<file path="src/rtl/nes_fb_wr_arb.sv">
// nes_fb_wr_arb: framebuffer write-port arbiter and frame sequencer (clk_nes domain).
// Merges the PPU pixel stream (priority, no backpressure) with a valid/ready
// host/OSD writer. It aligns PPU writes to whole frames, implements freeze-frame
// and flags frames whose pixel count differs from FRAME_PIX.
// Optional feature: define NES_FB_DOUBLE_BUFFER_EN to flip fb_bank after every
// complete RUN frame. Without it, fb_bank is tied to 0 (single buffer).
module nes_fb_wr_arb #(
  parameter int ADDR_W    = 16,
  parameter int DATA_W    = 6,
  parameter int FRAME_PIX = 61440
) (
  input  logic              clk_nes,
  input  logic              rst_nes_n,
  input  logic              ppu_we,
  input  logic [ADDR_W-1:0] ppu_addr,
  input  logic [DATA_W-1:0] ppu_data,
  input  logic              ppu_vbl,
  input  logic              host_valid,
  output logic              host_ready,
  input  logic [ADDR_W-1:0] host_addr,
  input  logic [DATA_W-1:0] host_data,
  input  logic              freeze,
  input  logic              clr_err,
  output logic              fb_we,
  output logic [ADDR_W-1:0] fb_waddr,
  output logic [DATA_W-1:0] fb_wdata,
  output logic              fb_bank,
  output logic              frozen,
  output logic [15:0]       frame_cnt,
  output logic              frame_short
);

  typedef enum logic [1:0] {
    WAIT_VBL = 2'd0,
    RUN      = 2'd1,
    FROZEN   = 2'd2
  } state_t;

  localparam logic [15:0] FRAME_PIX_C = 16'(FRAME_PIX);

  state_t      state;
  state_t      state_nxt;
  logic [15:0] pix_cnt;
  logic        fwd_p0;
  logic        host_xfer_p0;
  logic        frame_full;
  logic        short_set;

  // Saturating increment so a runaway PPU cannot wrap the pixel count back to a legal value.
  function automatic logic [15:0] sat_inc16(input logic [15:0] v);
    return (v == 16'hFFFF) ? v : v + 16'd1;
  endfunction

  assign frame_full = (pix_cnt == FRAME_PIX_C);
  assign short_set  = ppu_vbl && (state == RUN) && !frame_full;

  // Next-state and per-cycle arbitration: a forwarded PPU pixel always wins the port.
  always_comb begin
    state_nxt    = state;
    fwd_p0       = ppu_we && (state == RUN);
    host_ready   = !fwd_p0;
    host_xfer_p0 = host_valid && !fwd_p0;
    case (state)
      WAIT_VBL: if (ppu_vbl) state_nxt = freeze ? FROZEN : RUN;
      RUN:      if (ppu_vbl && freeze) state_nxt = FROZEN;
      FROZEN:   if (ppu_vbl && !freeze) state_nxt = RUN;
      default:  state_nxt = WAIT_VBL;
    endcase
  end

  // State register; frozen mirrors the registered state.
  always_ff @(posedge clk_nes or negedge rst_nes_n) begin
    if (!rst_nes_n) begin
      state  <= WAIT_VBL;
      frozen <= 1'b0;
    end else begin
      state  <= state_nxt;
      frozen <= (state_nxt == FROZEN);
    end
  end

  // ---- stage p0 -> p1: registered framebuffer write port ----
  // Address/data hold their last value between writes.
  always_ff @(posedge clk_nes or negedge rst_nes_n) begin
    if (!rst_nes_n) begin
      fb_we    <= 1'b0;
      fb_waddr <= '0;
      fb_wdata <= '0;
    end else begin
      fb_we <= fwd_p0 || host_xfer_p0;
      if (fwd_p0) begin
        fb_waddr <= ppu_addr;
        fb_wdata <= ppu_data;
      end else if (host_xfer_p0) begin
        fb_waddr <= host_addr;
        fb_wdata <= host_data;
      end
    end
  end

  // Per-frame pixel counter; a pixel coinciding with ppu_vbl opens the new frame.
  always_ff @(posedge clk_nes or negedge rst_nes_n) begin
    if (!rst_nes_n) begin
      pix_cnt <= 16'd0;
    end else if (ppu_vbl) begin
      pix_cnt <= fwd_p0 ? 16'd1 : 16'd0;
    end else if (fwd_p0) begin
      pix_cnt <= sat_inc16(pix_cnt);
    end
  end

  // Frame counter and sticky short-frame flag; a new error beats a same-cycle clear.
  always_ff @(posedge clk_nes or negedge rst_nes_n) begin
    if (!rst_nes_n) begin
      frame_cnt   <= 16'd0;
      frame_short <= 1'b0;
    end else begin
      if (ppu_vbl) frame_cnt <= frame_cnt + 16'd1;
      if (short_set) frame_short <= 1'b1;
      else if (clr_err) frame_short <= 1'b0;
    end
  end

`ifdef NES_FB_DOUBLE_BUFFER_EN
  logic bank_flip;
  // Only a complete frame that keeps running hands its bank to the display.
  assign bank_flip = ppu_vbl && (state == RUN) && (state_nxt == RUN) && frame_full;

  // Write-bank toggle; the display reads the opposite bank.
  always_ff @(posedge clk_nes or negedge rst_nes_n) begin
    if (!rst_nes_n) fb_bank <= 1'b0;
    else if (bank_flip) fb_bank <= !fb_bank;
  end
`else
  assign fb_bank = 1'b0;
`endif

endmodule

</file>
<file path="config.mk">
export PLATFORM = sky130hd
export DESIGN_NAME = nes_fb_wr_arb
export DESIGN_NICKNAME = d
export VERILOG_FILES = /design/src/rtl/nes_fb_wr_arb.sv
export SDC_FILE = /design/constraint.sdc
export NUM_CORES = 1
export LEC_CHECK = 0
export BUFFER_PORTS_ARGS = -buffer_cell sky130_fd_sc_hd__buf_2
export CORE_UTILIZATION = 46
export CTS_CLUSTER_DIAMETER = 200
export DETAILED_ROUTE_END_ITERATION = 16
export PLACE_DENSITY_LB_ADDON = 0.2
export SKIP_LAST_GASP = 1
export SYNTH_ARGS = -nofsm -noshare
export SYNTH_HDL_FRONTEND = slang
export SYNTH_SLANG_ARGS = --single-unit
</file>
<file path="constraint.sdc">
create_clock -name clk_nes -period 1.7 [get_ports clk_nes]
set_input_delay 0.255 -clock clk_nes [delete_from_list [all_inputs] [get_ports clk_nes]]
set_output_delay 0.255 -clock clk_nes [all_outputs]
set_load 0.02 [all_outputs]
</file>
==> results of run 1 <==
-- through the flow --
stage | cell area, µm² | util [%]
finish | 3860 | 63.7
floorplan | 2950 | -
global placement | 3580 | 59.1
global route | 3860 | 63.7
detailed placement | 3580 | 59.1
CTS | 3800 | 62.7
-- worst paths after layout --
kind                                 end  depth (start not counted)     startpoint  slack [ns]
setup / recovery             pix_cnt[15]                          4     pix_cnt[5]        0.02
max in group asynchronous     pix_cnt[4]                          3      rst_nes_n        0.97
hold / removal               frame_short                          2        clr_err        0.12
min in group asynchronous    fb_wdata[4]                          3      rst_nes_n        0.44
setup reg to reg             pix_cnt[15]                          4     pix_cnt[5]        0.02
hold reg to reg            frame_cnt[15]                          1  frame_cnt[15]        0.46
-- state kept, by name, indices dropped and copies added (netlist names) --
name and count:
fb_waddr 16, fb_wdata 6, fb_we 1, frame_cnt 16, frame_short 1, frozen 1
pix_cnt 16, state 2
-- cells in the final DEF, fill, tap and decap left out, types with 8 or more instances in the layout --
cell type,n
buf_2,91
dfrtp_1,57
nand2_1,36
o21ai_0,26
mux2i_1,23
buf_4,17
a21oi_1,13
xnor2_1,9
clkbuf_8,9
inv_1,8
nand3_1,8
o31ai_1,8
-- what timing repair did --
| action | in CTS | in global routing |
|---|---|---|
| endpoints found under the setup margin | 6 | 12 |
| setup buffers | 0 | 2 |
| hold buffers | 1 | 0 |
| hold endpoints to repair | 59 | 0 |
| pin swaps | 0 | 3 |
| gates resized for setup | 2 | 12 |
-- metal layers --
layer / vias to the layer above / share of wire, % / GRT usage (%)
met5: - / 0 / 0
met4: 0 / 1.6 / 7.54
met2: 80 / 45 / 31.6
li1: 1221 / - / -
met1: 1135 / 46 / 24.0
met3: 12 / 7.0 / 5.22
-- final cells by class --
| class | instances | area, µm² | share of cell area, % |
|---|---|---|---|
| clock buffer | 10 | 128 | 3.31 |
| clock inverter | 5 | 78.8 | 2.04 |
| inverter | 9 | 33.8 | 0.875 |
| multi-input combinational | 195 | 1390 | 36.0 |
| sequential | 59 | 1480 | 38.3 |
| tap | 75 | 93.8 | 2.43 |
| timing repair buffer | 113 | 656 | 17.0 |
-- cell families (layout without fill, tap and decap cells) --
logic type,Yosys count,after routing,share of synthesized area (%)
multiplexers,26,26,8.96
buffers and inverters,22,137,3.90
other,1,1,0.127
XOR/XNOR,15,15,4.46
AND/OR/NAND/NOR,94,94,19.6
adder cells (fa/ha/maj),3,3,1.27
AO/OA/AOI/OAI,56,56,11.6
flip-flops,59,59,50.1
-- worst max-delay path, delay by kind of cell, from the launching register on --
| kind | cells | cell delay (ns) |
|---|---|---|
| multiplexers | 1 | 0.35 |
| AND/OR/NAND/NOR | 2 | 0.43 |
| AO/OA/AOI/OAI | 1 | 0.34 |
| flip-flops | 1 | 0.44 |
-- where the power goes --
group | switching [mW] | internal (mW)
logic | 0.570 | 0.371
clock network | 0.541 | 0.815
registers | 0.154 | 1.61
total | 1.27 | 2.79
==> results.sh, run 1 <==
export IMPL_path_clk_slew_ns=0.07
export IMPL_maxCapViolations=0
export IMPL_place_worst_setup_slack_ns=-0.0565
export IMPL_area_delta_synth_final_pct=30.9
export IMPL_leakage_nw=1.91
export IMPL_io_buffer_count=92
export IMPL_grt_pass1_wl_mm=9.68
export IMPL_overflow=0
export IMPL_hold_violations=0
export IMPL_rsz0062_at_grt="yes"
export IMPL_cts_root_buf="clkbuf_8"
export IMPL_synth_cells=276
export IMPL_arrival_ns=1.90
export IMPL_synth_seq_cells=59
export IMPL_worstPathCellList="and4_4 > nand4_4 > a2111oi_4 > mux2_1"
export IMPL_cts_buffer_depth=2
export IMPL_finalNonFillerCells=466
export IMPL_syn_area_um2=2950
export IMPL_avgSynthCellArea_um2=10.7
export IMPL_dominantRegCellSynth="dfrtp_1"
export IMPL_post_drt_via_cell_ratio=5.25
export IMPL_dp_hpwl_mm=4.64
export IMPL_cp_data_required_time_ns=1.92
export IMPL_synth_nets=330
export IMPL_async_flop_share_pct=100
export IMPL_crit_path_end_kind="flop"
export IMPL_finClkSkew_ns=0.00731
export IMPL_gp_congestion=0.798
export IMPL_cts_buffers=9
export IMPL_critPathKind="flop to flop"
export IMPL_routed_wl_mm=6.58
export IMPL_synth_seq_area_share_pct=50.1
export IMPL_clkSinkCount=59
export IMPL_dr_pass1_iters=4
export IMPL_core_area_um2=6060
export IMPL_insertion_delay_ns=0.33
export IMPL_synthTopCellsByCount="dfrtp_1, nand2_1, o21ai_0"
export IMPL_ys_types=50
export IMPL_fin_setup_tns_ns=0
export IMPL_nets=441
export IMPL_crit_path_top_delay_cell="dfrtp_1"
export IMPL_vdd_ir_drop_max_v=0.000880
export IMPL_synth_top_area_share_pct=50.1
export IMPL_power_density_nw_per_um2=1050
export IMPL_die_area_um2=6730
export IMPL_min_period_ns=1.68
export IMPL_via_count=2448
export IMPL_fin_crit_sh_pct=99.1
export IMPL_slew_viol_final=0
export IMPL_tritoncts="built"
export IMPL_ios=94
export IMPL_initial_core_util_pct=48.6
export IMPL_status="finished clean"
export IMPL_wl_per_cell_um=14.1
export IMPL_yosysTopAreaCell="dfrtp_1"
export IMPL_total_power_mw=4.06
export IMPL_synth_area_leaders="dfrtp_1, mux2i_1, nand2_1"
export IMPL_fill_cells=514
export IMPL_grt_max_degree=60
export IMPL_yosysMostFrequentCell="dfrtp_1"
export IMPL_cp_start_kind="flop"
export IMPL_yosys_warnings=0
export IMPL_antenna_found_initial=0
export IMPL_dp_cells=448
export IMPL_setup_slack_ns=0.0161
export IMPL_drive_gt1_share_pct=38.1
export IMPL_drt_antenna_violating_nets=0
export IMPL_grt_pass1_vias=2178
export IMPL_htreeDepth=3
export IMPL_drc=0
export IMPL_drt_iter0_markers=91
export IMPL_fp_row_count=28
export IMPL_cp_slowest_stage_delay_ns=0.44
export IMPL_crit_fanout=5
export IMPL_setup_viol=0
export IMPL_die_h_um=82.1
export IMPL_hold_ws_ns=0.119
export IMPL_n_antenna_cell=0
export IMPL_synth_edf_count=0
export IMPL_die_w_um=82.1
export IMPL_hp_class="input port to flop"
export IMPL_grt_usage_pct=19.2
export IMPL_fmax_ghz=0.594
Power figures use the tool's default switching activity.
==> run 2, diff against run 1 <==
--- a/config.mk
+++ b/config.mk
@@ -6,6 +6,7 @@
 export NUM_CORES = 1
 export LEC_CHECK = 0
 export BUFFER_PORTS_ARGS = -buffer_cell sky130_fd_sc_hd__buf_2
+export CORE_ASPECT_RATIO = 1.25
 export CORE_UTILIZATION = 46
 export CTS_CLUSTER_DIAMETER = 200
 export DETAILED_ROUTE_END_ITERATION = 16
==> constraint.sdc (replaced) <==
create_clock -name clk_nes -period 1.4 [get_ports clk_nes]
set_input_delay 0.21 -clock clk_nes [delete_from_list [all_inputs] [get_ports clk_nes]]
set_output_delay 0.21 -clock clk_nes [all_outputs]
set_load 0.02 [all_outputs]
==> results.sh, run 2 (synthesis results as in run 1) <==
export IMPL_post_drt_via_cell_ratio=5.27
export IMPL_vdd_ir_drop_max_v=0.00110
export IMPL_finClkSkew_ns=0.00563
export IMPL_dp_hpwl_mm=4.87
export IMPL_cp_startpoint="pix_cnt[9]"
export IMPL_final_common_cell="buf_2"
export IMPL_path_clk_slew_ns=0.07
export IMPL_holdCritStartpoint="ppu_addr[3]"
export IMPL_drt_antenna_violating_nets=0
export IMPL_wl_met1_mm=2.93
export IMPL_fmax_ghz=0.615
export IMPL_critical_path_top_delay_family="simple AND/OR/NAND/NOR gates"
export IMPL_hold_violations=0
export IMPL_dr_wl_met3_um=410
export IMPL_drc=0
export IMPL_hp_class="input port to flop"
export IMPL_antenna_found_initial=0
export IMPL_cts_buffer_depth=2
export IMPL_fin_setup_tns_ns=-2.54
export IMPL_grt_pass1_wl_mm=11.1
export IMPL_wl_per_cell_um=14.0
export IMPL_crit_fanout=3
export IMPL_routed_wl_mm=7.18
export IMPL_cts_root_buf="clkbuf_8"
export IMPL_min_period_ns=1.62
export IMPL_top_layer="met4"
export IMPL_violations="setup timing"
export IMPL_nets=476
export IMPL_insertion_delay_ns=0.34
export IMPL_dp_cells=482
export IMPL_fp_row_count=32
export IMPL_rsz0062_at_grt="yes"
export IMPL_die_area_um2=6730
export IMPL_tritoncts="built"
export IMPL_cp_data_required_time_ns=1.63
export IMPL_leakage_nw=2.15
export IMPL_area_delta_synth_final_pct=46.8
export IMPL_cts_buffers=9
export IMPL_fin_crit_sh_pct=116
export IMPL_setup_viol=18
export IMPL_maxCapViolations=0
export IMPL_hold_ws_ns=0.0649
export IMPL_critPathKind="flop to flop"
export IMPL_final_cell_area_um2=4330
export IMPL_grt_pass1_vias=2545
export IMPL_power_density_nw_per_um2=1210
export IMPL_crit_path_top_delay_cell="dfrtp_2"
export IMPL_ios=94
export IMPL_fin_util_pct=70.2
export IMPL_status="finished with violations"
export IMPL_io_buffer_count=92
export IMPL_initial_core_util_pct=47.8
export IMPL_arrival_ns=1.85
export IMPL_gp_congestion=0.789
export IMPL_dpl_instance_area_um2=3790
export IMPL_overflow=0
export IMPL_clkSinkCount=59
export IMPL_crit_buf_inv=0
export IMPL_finalNonFillerCells=512
export IMPL_worstPathCellList="and4_4 > nand4_1 > a2111oi_4 > mux2_4"
export IMPL_core_area_um2=6170
export IMPL_grt_usage_pct=21.8
export IMPL_cp_start_kind="flop"
export IMPL_r2r_start="pix_cnt[9]"
export IMPL_drt_iter0_markers=151
export IMPL_cp_slowest_stage_delay_ns=0.39
export IMPL_grt_max_degree=60
export IMPL_n_antenna_cell=0
export IMPL_die_h_um=91.5
export IMPL_die_w_um=73.6
export IMPL_setup_slack_ns=-0.225
export IMPL_dr_pass1_iters=4
export IMPL_total_power_mw=5.22
export IMPL_htreeDepth=3
export IMPL_slew_viol_final=0
export IMPL_layout_common_cells="buf_2, dfrtp_1, buf_4, nand2_1, o21ai_0"
export IMPL_top_regs="fb_waddr: 16 flops, frame_cnt: 16 flops, pix_cnt: 16 flops"
export IMPL_wl_met2_mm=3.67
export IMPL_via_count=2697
export IMPL_place_worst_setup_slack_ns=-0.257
export IMPL_crit_path_end_kind="flop"
export IMPL_drive_gt1_share_pct=48.9
run 2: power breakdown:
group	switching, mW	total (mW)	internal, mW
registers	0.190	2.15	1.96
logic	0.767	1.34	0.577
clock network	0.669	1.72	1.05
total	1.63	5.22	3.59
run 2: final timing paths:
kind	end	slack, ns	depth (start not counted)
max in group asynchronous	pix_cnt[9]	0.72	3
worst min-delay path	fb_waddr[3]	0.06	3
worst max register to register	pix_cnt[15]	-0.22	4
min in group asynchronous	frame_cnt[8]	0.40	3
worst max-delay path	pix_cnt[15]	-0.22	4
worst min register to register	frame_cnt[15]	0.47	1
run 2: layout make-up:
class,instances,area [µm²]
clock buffer,12,145
clock inverter,4,73.8
fill,490,1840
inverter,9,38.8
multi-input combinational,195,1540
sequential,59,1480
tap,85,106
timing repair buffer,148,945
run 2: per-layer routing:
metal	up-vias	track usage, %
met3	16	4.33
met2	99	37.5
li1	1294	-
met4	0	10.9
met5	-	0
met1	1288	25.3
run 2: tightest hold or removal path: stages:
cell	delay, ns
buf_2	0.07
nand2_1	0.03
o21ai_0	0.06
run 2: what timing repair did:
item,4_1_cts,5_1_grt
hold endpoints to repair,59,0
hold buffers,1,0
gates resized for setup,13,37
pin swaps,6,20
setup buffers,8,5
endpoints found under the setup margin,27,43
==> run 3, diff against run 2 <==
--- a/config.mk
+++ b/config.mk
@@ -7,7 +7,7 @@
 export LEC_CHECK = 0
 export BUFFER_PORTS_ARGS = -buffer_cell sky130_fd_sc_hd__buf_2
 export CORE_ASPECT_RATIO = 1.25
-export CORE_UTILIZATION = 46
+export CORE_UTILIZATION = 51
 export CTS_CLUSTER_DIAMETER = 200
 export DETAILED_ROUTE_END_ITERATION = 16
 export PLACE_DENSITY_LB_ADDON = 0.2
==> constraint.sdc (replaced) <==
create_clock -name clk_nes -period 1.6 [get_ports clk_nes]
set_input_delay 0.24 -clock clk_nes [delete_from_list [all_inputs] [get_ports clk_nes]]
set_output_delay 0.24 -clock clk_nes [all_outputs]
set_load 0.02 [all_outputs]
==> results.sh, run 3 (synthesis results as in run 1) <==
export IMPL_status="finished with violations"
export IMPL_violations="setup timing"
export IMPL_grt_pass1_wl_mm=11.8
export IMPL_regArea_um2=1480
export IMPL_cts_buffer_depth=2
export IMPL_crit_buf_inv=1
export IMPL_slew_viol_final=0
export IMPL_die_w_um=70
export IMPL_min_path_cells=2
export IMPL_worstHoldEndpoint="frame_short"
export IMPL_post_drt_via_cell_ratio=5.51
export IMPL_antenna_found_initial=0
export IMPL_fin_crit_sh_pct=114
export IMPL_dr_pass1_iters=4
export IMPL_wl_per_cell_um=15.9
export IMPL_maxCapViolations=0
export IMPL_io_buffer_count=92
export IMPL_layout_common_cells="buf_2, dfrtp_1, buf_4, nand2_1, o21ai_0"
export IMPL_critical_path_top_delay_family="simple AND/OR/NAND/NOR gates"
export IMPL_htreeDepth=3
export IMPL_fp_row_count=30
export IMPL_dp_hpwl_mm=4.87
export IMPL_leakage_nw=2.12
export IMPL_via_count=2712
export IMPL_insertion_delay_ns=0.34
export IMPL_nets=477
export IMPL_core_area_um2=5520
export IMPL_vdd_ir_drop_max_v=0.000890
export IMPL_initial_core_util_pct=53.4
export IMPL_die_h_um=87
export IMPL_grt_pass1_vias=2595
export IMPL_drt_iter0_markers=101
export IMPL_drive_gt1_share_pct=45.6
export IMPL_arrival_ns=2.10
export IMPL_area_delta_synth_final_pct=43.7
export IMPL_drc=0
export IMPL_multi_input_comb_area_um2=1440
export IMPL_setup_viol=11
export IMPL_grt_max_degree=35
export IMPL_die_area_um2=6090
export IMPL_gp_congestion=0.843
export IMPL_grt_usage_pct=25.1
export IMPL_rr_endpoint="pix_cnt[10]"
export IMPL_critPathKind="flop to flop"
export IMPL_n_antenna_cell=0
export IMPL_crit_path_top_delay_cell="or4_1"
export IMPL_finClkSkew_ns=0.00841
export IMPL_rrSetupSlack_ns=-0.23
export IMPL_crit_path_end_kind="flop"
export IMPL_path_clk_slew_ns=0.07
export IMPL_drt_antenna_violating_nets=0
export IMPL_min_period_ns=1.83
export IMPL_overflow=0
export IMPL_cts_buffers=9
export IMPL_finalNonFillerCells=492
export IMPL_worstPathCellList="and3b_2 > buf_6 > nand4_1 > or4_1 > a21oi_2"
export IMPL_hp_class="input port to flop"
export IMPL_crit_fanout=5
export IMPL_routed_wl_mm=7.83
export IMPL_final_common_cell="buf_2"
export IMPL_cp_start_kind="flop"
export IMPL_dp_cells=451
export IMPL_clkSinkCount=59
export IMPL_setup_slack_ns=-0.229
export IMPL_hold_violations=0
export IMPL_cp_slowest_stage_delay_ns=0.60
export IMPL_rsz0062_at_grt="yes"
export IMPL_ios=94
export IMPL_fill_cells=379
export IMPL_hold_ws_ns=0.0883
export IMPL_cts_root_buf="clkbuf_8"
export IMPL_total_power_mw=4.38
export IMPL_tritoncts="built"
export IMPL_top_regs="fb_waddr: 16 flops, frame_cnt: 16 flops, pix_cnt: 16 flops"
export IMPL_r2r_start="state[1]"
export IMPL_fmax_ghz=0.547
export IMPL_place_worst_setup_slack_ns=-0.187
export IMPL_cp_data_required_time_ns=1.87
export IMPL_rr_worst_depth=5
export IMPL_power_density_nw_per_um2=1030
export IMPL_holdCritStartpoint="clr_err"
-- run 3: metal layers --
metal / GRT usage, % / part of all wire [%] / vias to the layer above / routed length, µm
li1: - / - / 1285 / -
met1: 29.2 / 40 / 1302 / 3130
met2: 44.1 / 52 / 110 / 4070
met3: 7.29 / 6.2 / 15 / 487
met4: 8.91 / 1.8 / 0 / 144
met5: 0 / 0 / - / 0
-- run 3: cell type report --
class                      instances  share of cell area (%)
multi-input combinational        195                    34.1
clock buffer                      10                    3.25
sequential                        59                    34.9
tap                               64                    1.89
clock inverter                     6                    1.54
timing repair buffer             149                    23.5
inverter                           9                   0.798
-- run 3: power by group --
| part | leakage (nW) | switching (mW) | total (mW) | internal (mW) |
|---|---|---|---|---|
| Sequential | 0.753 | 0.170 | 1.88 | 1.71 |
| Clock | 0.102 | 0.623 | 1.38 | 0.760 |
| Combinational | 1.26 | 0.633 | 1.12 | 0.489 |
-- run 3: what timing repair did --
item | in CTS | in global routing
hold endpoints to repair | 59 | 0
pin swaps | 9 | 15
gates cloned | 2 | 0
setup buffers | 10 | 16
setup endpoints to repair | 15 | 18
resized for setup | 9 | 21
hold buffers | 1 | 0
-- run 3: worst reg2reg max path: stages (launching register included) --
cell and delay [ns]:
dfrtp_1 0.38, and3b_2 0.31, buf_6 0.12, nand4_1 0.21, or4_1 0.60, a21oi_2 0.13
-- run 3: stage by stage --
step	cell area, µm²	util, %	setup TNS, ns
2_1_floorplan	2950	-	0
3_3_place_gp	3660	66.4	-0.471
3_5_place_dp	3660	66.4	-0.902
4_1_cts	4060	73.7	-0.560
5_1_grt	4240	76.8	-1.94
6_report	4240	76.8	-0.983
-- run 3: worst max path at each step --
stage,endpoint,from,slack [ns],depth (start not counted)
after floorplan,pix_cnt[15],pix_cnt[10],0.02,4
after global placement,pix_cnt[14],state[1],-0.13,4
after detailed placement,pix_cnt[1],state[1],-0.19,4
after CTS,pix_cnt[10],state[1],-0.11,5
after global routing,pix_cnt[10],state[1],-0.29,5
final,pix_cnt[10],state[1],-0.23,5
